$ cat config.mk
export PLATFORM = sky130hd
export DESIGN_NAME = system_0_sysid_timer
export DESIGN_NICKNAME = d
export VERILOG_FILES = /design/src/rtl/system_0_sysid_pkg.sv /design/src/rtl/system_0_sysid_timer.sv
export SDC_FILE = /design/constraint.sdc
export NUM_CORES = 1
export LEC_CHECK = 0
export BUFFER_PORTS_ARGS = -buffer_cell sky130_fd_sc_hd__buf_2
export CAP_MARGIN = 25
export CORE_AREA = 5 5 42 44
export CTS_BUF_LIST = sky130_fd_sc_hd__clkbuf_16
export CTS_CLUSTER_SIZE = 30
export DETAILED_ROUTE_END_ITERATION = 6
export DIE_AREA = 0 0 47 49
export PLACE_DENSITY = 0.71
export SLEW_MARGIN = 20
export SYNTH_ARGS = -nofsm -noshare
export SYNTH_HDL_FRONTEND = slang
export SYNTH_SLANG_ARGS = --single-unit
$ cat constraint.sdc
create_clock -name clock -period 3.9 [get_ports clock]
set_clock_uncertainty 0.2 [all_clocks]
set_input_delay 0.585 -clock clock [delete_from_list [all_inputs] [get_ports clock]]
set_output_delay 0.585 -clock clock [all_outputs]
set_load 0.05 [all_outputs]
$ cat src/rtl/system_0_sysid_pkg.sv
// ---------------------------------------------------------------------------
// system_0_sysid_pkg
// Shared definitions for the system ID checker.
// The package holds the FSM state encoding and the word addresses of the
// sysid slave. It also holds a helper that sizes counters from their
// maximum value.
// ---------------------------------------------------------------------------
package system_0_sysid_pkg;

    // Checker sequence states
    typedef enum logic [2:0] {
        ST_IDLE    = 3'd0,
        ST_RD_ID   = 3'd1,
        ST_WAIT_ID = 3'd2,
        ST_RD_TS   = 3'd3,
        ST_WAIT_TS = 3'd4,
        ST_FINISH  = 3'd5
    } sysid_state_e;

    // Word addresses inside the sysid slave
    localparam logic SYSID_ADDR_ID = 1'b0;
    localparam logic SYSID_ADDR_TS = 1'b1;

    localparam int SYSID_DATA_W = 32;

    // Bits needed to hold max_value, never fewer than min_width
    function automatic int cnt_width(input int max_value, input int min_width);
        int w;
        w = $clog2(max_value + 1);
        return (w < min_width) ? min_width : w;
    endfunction

endpackage : system_0_sysid_pkg

$ cat src/rtl/system_0_sysid_timer.sv
// ---------------------------------------------------------------------------
// system_0_sysid_timer
// Loadable per-read timeout counter.
// i_load clears the count. While i_en is high the count advances by one per
// cycle. o_expired is a registered flag. It is high during the LIMIT-th
// enabled cycle after a load, which is the last cycle a read may use.
// Ports:
//   clock, reset_n : clock and asynchronous active-low reset
//   i_load         : restart the count at zero (wins over i_en)
//   i_en           : count this cycle
//   o_expired      : budget used up; the owner aborts on this cycle's edge
// ---------------------------------------------------------------------------
module system_0_sysid_timer
    import system_0_sysid_pkg::*;
#(
    parameter int WIDTH = 8,
    parameter int LIMIT = 255
) (
    input  logic clock,
    input  logic reset_n,
    input  logic i_load,
    input  logic i_en,
    output logic o_expired
);

    localparam logic [WIDTH-1:0] LAST = WIDTH'(LIMIT - 1);
    localparam logic [WIDTH-1:0] ONE  = WIDTH'(1);

    logic [WIDTH-1:0] r_count;
    logic             r_expired;

    // Count register with a pre-decoded expiry flag; saturates at LAST
    always_ff @(posedge clock or negedge reset_n) begin
        if (!reset_n) begin
            r_count   <= '0;
            r_expired <= 1'b0;
        end else if (i_load) begin
            r_count   <= '0;
            r_expired <= (LAST == '0);
        end else if (i_en && (r_count != LAST)) begin
            r_count   <= r_count + ONE;
            r_expired <= ((r_count + ONE) == LAST);
        end else begin
            r_count   <= r_count;
            r_expired <= r_expired;
        end
    end

    assign o_expired = r_expired;

endmodule : system_0_sysid_timer

-- Word-level counts from Yosys, hierarchy flattened
Index checks and enable logic that the tools add are counted.
- register bits after elaboration: 9
- bits in latches: 0
- bits in writable memories: 0
- bits in read-only memories: 0
- bits of input ports: 4
- output and inout port bits: 1
- logic and storage cells: 11
- memories: 0
- add/sub/neg operators: 1
- multiply operators: 0
- divide/modulo/power cells: 0
- order comparisons: 0
- equality and inequality tests: 2
- shifts and indexed selects: 0
- muxes and demuxes: 4
- bitwise gates (word level): 0
- reductions and logical operators: 2
- operators with widths (kind ; number):
    $mux 8 ; 2
    $add 8x1->8 const B ; 1
    $eq 8x8->1 const B ; 1
    $ne 8x8->1 const B ; 1
    $mux 1 ; 2
    $reduce_bool 2->1 ; 1
    $logic_and 1x1->1 ; 1

-- Logic depth before layout (Yosys ltp)
- word-level depth: 4
- gate-level depth with buffers: 6
- gate-level depth less buffers: 6

-- Least setup slack after synthesis
OpenSTA, ideal clock, no wires.
- path type: reg2reg
- start point: reg r_count[0]
- end point: reg r_count[0]
- setup time: 129 ps
- arrival: 1234 ps
- required time: 3571 ps
- slack: 2338 ps
- stages on the path, launching flop included: 7
- buffers on the path: 0
- clock period less this slack: 1562 ps
- cells stage by stage: dfrtp_1 inv_1 ha_1 nand2_1 o31ai_4 xnor2_1 nor2_1
- longest elaborated chain between the ends: 3
- elaborated cells on any way between the ends: 6
- those cells by class: 1 x add/sub; 1 x eq/ne; 2 x mux; 2 x reduce/logical
- RTL lines (what ; line ; source):
    start: declaration ; system_0_sysid_timer.sv:29 ; logic [WIDTH-1:0] r_count;
    start signal: assignment ; system_0_sysid_timer.sv:41 ; r_count <= r_count + ONE;
    start signal: assignment ; system_0_sysid_timer.sv:44 ; r_count <= r_count;
    $add 8x1->8 or $ne 8x8->1 (tied branches) ; system_0_sysid_timer.sv:41, system_0_sysid_timer.sv:40 ;
    $mux 8 or $logic_and 1x1->1 (tied branches) ; system_0_sysid_timer.sv:40 ; end else if (i_en && (r_count != LAST)) begin
    $mux 8 or $reduce_bool 2->1 (tied branches) ; -- ;
Several ways; a longest one is shown, not always the timed one. The select of a mux whose other input is x is not followed.
A chain may end at the register's enable or synchronous reset.

-- Worst setup path after layout
Ends and elaborated chain as after synthesis.

==> run metrics <==
number of buffers created by CTS=3; top fanout value on the critical path=6; Final Cycle Share=between 40 and 50%; routed via count=~470; Post-Synth Simple-Gate Area=25.0%; multiplexer share of the synthesized area=2.61%; initial cell density of the core=41.1%; critical-path cell list=inv_1, ha_1, nand2_1, o31ai_4, xnor2_1, nor2_1; worst slew margin relative to its limit=~82%; largest family of logic cells by synthesized area=simple AND/OR/NAND/NOR gates; grt total ovfl=0; proportion of layout cells with a drive suffix above 1=between 20% and 30%; CTS max path bufs=2; total buffers and inverters traversed by the critical path=1; global routing's busiest layer=met2; initial antenna violation count=0; vias in the first global route=around 420; floorplan row count=14; fill cell total of the finished layout=around 130; Reg clk slew, reported paths=roughly 0.04 ns; clock latency reported for the late side of the worst-skew pair=0.23 ns; worst endpoint data arrival time=about 1.7 ns; total count of hold-check failures in the final report=0; weighted congestion at the end of routability-driven global placement=about 0.86; CTS sink count=9; average wire per standard cell=about 14 um; global-route track usage on met3=~2.2%; max-cap violations=0; count of TritonRoute iterations in the first routing pass=4; number of setup violations in the final report=0; share of the yosys chip area belonging to registers=39.1%; global-route met2 utilization=15.6%; area of the die=approximately 2300 um2; buffer type at the clock tree root=clkbuf_16; post-synthesis cell area=576 um2; unrepaired setup endpoints after global routing=no; slowest library cell on the worst path=dfrtp_1; count of hold-fix buffers inserted at cts=1; num ports=5; H-Tree Depth=1; slew at the pin closest to its max-slew limit=between 0.2 and 0.3 ns; met1 global-route usage=between 15 and 20%; height of the die=49 um; Max Clk Rate=between 0.5 and 0.6 GHz; pin count of the biggest net entering global routing=13; P&R area growth vs syn=18.9%; synthesized instance count=slightly below 60; syn_nets=65; die outline width=approximately 47 um; Post-Synth Adder-Cell Area=6.52%; maximum vdd ir drop=about 210 uV; n_diodes=0; Core Area=approximately 1400 um2; Final nets=73; Data required, critical path=roughly 3.8 ns; final wirelength=1100 um; areal power density over the cells=~430 nW/um2; Synth Area in Compound Gates=between 10% and 20%; clock period minus worst slack=approximately 1.7 ns; Pleak=around 0.00028 uW; category of the worst setup path capture point=register; non-filler cells in the finished layout=81; setup TNS=0 ns; Crit path max-delay family=flip-flops; peak per-stage delay on the critical path=approximately 0.43 ns; post-DR vias/cell=approximately 5.8; wire length of the first global-routing pass=between 1500 and 2000 um; CTS tree=yes; Final Max Tran Viols=0; worst min-delay path category=reg2reg; GRT Total Usage=between 10% and 20%; Post CTS Setup Buffer Count=0; first-iteration detailed-routing DRC count=16; outcome=finished, final reports clean; mean cell area of the mapped netlist=around 9.9 um2; Synth warnings=0; xor/xnor share of the synthesized area=4.57%; startpoint class of the critical path=register; detailed-placement wirelength estimate=around 800 um; number of storage elements in the synthesis netlist=9; type of the setup path with the least slack=reg2reg; placed insts=76; Power, Total=294 uW; DRC errors left=0; Netlist cell types=29; PortBufs=4; post-route antenna net violation count=0; number of instances resized during post-cts repair=0
-- report_power, final --
part	switching [uW]	internal [uW]	total [uW]
sequential	3.93	96.0	99.9
combinational	9.69	7.17	16.9
clock	43.9	134	178
-- synthesized netlist by cell type --
cell / number / area share, %
a311oi_1: 1 / 1.5
o31ai_4: 1 / 3.7
and3_2: 1 / 1.3
inv_1: 3 / 2.0
xor2_1: 1 / 1.5
dlymetal6s2s_1: 1 / 2.2
a31oi_1: 1 / 1.1
mux2_4: 1 / 2.6
buf_4: 1 / 1.3
a21oi_1: 3 / 2.6
nor3_1: 2 / 1.7
nor2_2: 1 / 1.1
o31ai_1: 2 / 2.6
a41oi_1: 2 / 3.0
dfrtp_1: 9 / 39
nand3_1: 5 / 4.3
ha_1: 3 / 6.5
nand3b_1: 2 / 2.6
xnor2_1: 2 / 3.0
nand4b_1: 1 / 1.5
nor2b_1: 1 / 1.1
o21ai_0: 1 / 0.87
nand2_1: 3 / 2.0
a211oi_1: 1 / 1.3
nand3_2: 1 / 1.7
and4_1: 1 / 1.5
and4b_1: 1 / 1.7
nand2_2: 1 / 1.1
nor2_1: 5 / 3.3
-- worst register-to-register path: stages, from the launching register on --
cell	delay, ns
dfrtp_1	0.43
inv_1	0.12
ha_1	0.22
nand2_1	0.16
o31ai_4	0.28
xnor2_1	0.15
nor2_1	0.05
-- cells by family (layout without fill, tap and decap cells) --
kind of cell,Yosys count,count (layout)
AND/OR/NAND/NOR,25,25
AO/OA/AOI/OAI,12,12
flip-flops,9,9
buffers and inverters,5,12
adder cells (fa/ha/maj),3,3
XOR/XNOR,3,3
multiplexers,1,1
-- cell type report --
cell class / instances / area [um2] / share of cell area (%)
inverter: 3 / 11.3 / 1.65
sequential: 9 / 225 / 32.9
clock buffer: 3 / 75.1 / 11.0
clock inverter: 1 / 3.75 / 0.548
multi-input combinational: 44 / 319 / 46.6
tap: 16 / 20.0 / 2.93
timing repair buffer: 5 / 30.0 / 4.39
-- sequential cells by signal (all words and copies together) (netlist names) --
signal,cells
r_count,8
o_expired,1
-- worst paths after layout --
| check | startpoint | to | slack (ns) | depth (start not counted) |
|---|---|---|---|---|
| max in group asynchronous | reset_n | r_count[2] | 2.79 | 2 |
| worst max-delay path | r_count[0] | r_count[0] | 2.17 | 6 |
| worst max register to register | r_count[0] | r_count[0] | 2.17 | 6 |
| worst min register to register | o_expired | o_expired | 0.32 | 2 |
| worst min-delay path | o_expired | o_expired | 0.32 | 2 |
| min in group asynchronous | reset_n | r_count[0] | 0.53 | 2 |
-- cell usage in the layout (no fill, tap or decap) --
| master | instances |
|---|---|
| o31ai_4 | 1 |
| dfrtp_1 | 9 |
| nor2_1 | 5 |
| nand3_2 | 1 |
| and4_1 | 1 |
| nor2_2 | 1 |
| buf_2 | 4 |
| mux2_4 | 1 |
| xnor2_1 | 2 |
| o31ai_1 | 2 |
| a31oi_1 | 1 |
| and3_2 | 1 |
| ha_1 | 3 |
| o21ai_0 | 1 |
| nand3b_1 | 2 |
| nand2_1 | 3 |
| a211oi_1 | 1 |
| inv_1 | 4 |
| xor2_1 | 1 |
| a311oi_1 | 1 |
| and4b_1 | 1 |
| nand3_1 | 5 |
| nor3_1 | 2 |
| nor2b_1 | 1 |
| a21oi_1 | 3 |
| nand4b_1 | 1 |
| clkbuf_16 | 3 |
| dlygate4sd3_1 | 1 |
| nand2_2 | 1 |
| a41oi_1 | 2 |
-- per-stage QoR --
stage	cell area (um2)	utilization [%]	setup WS, ns	hold WS [ns]
detailed placement	596	42.5	2.15	0.241
global placement	596	42.5	2.16	0.244
global route	684	48.8	2.03	0.335
CTS	684	48.8	2.17	0.326
floorplan	576	-	2.34	0.0894
finish	684	48.8	2.17	0.325
-- per-layer routing --
metal	vias to the layer above	wire length, um
li1	224	-
met1	231	478
met2	11	524
met3	5	41
met4	0	58
met5	-	0
(Power assumes the default switching activity.)
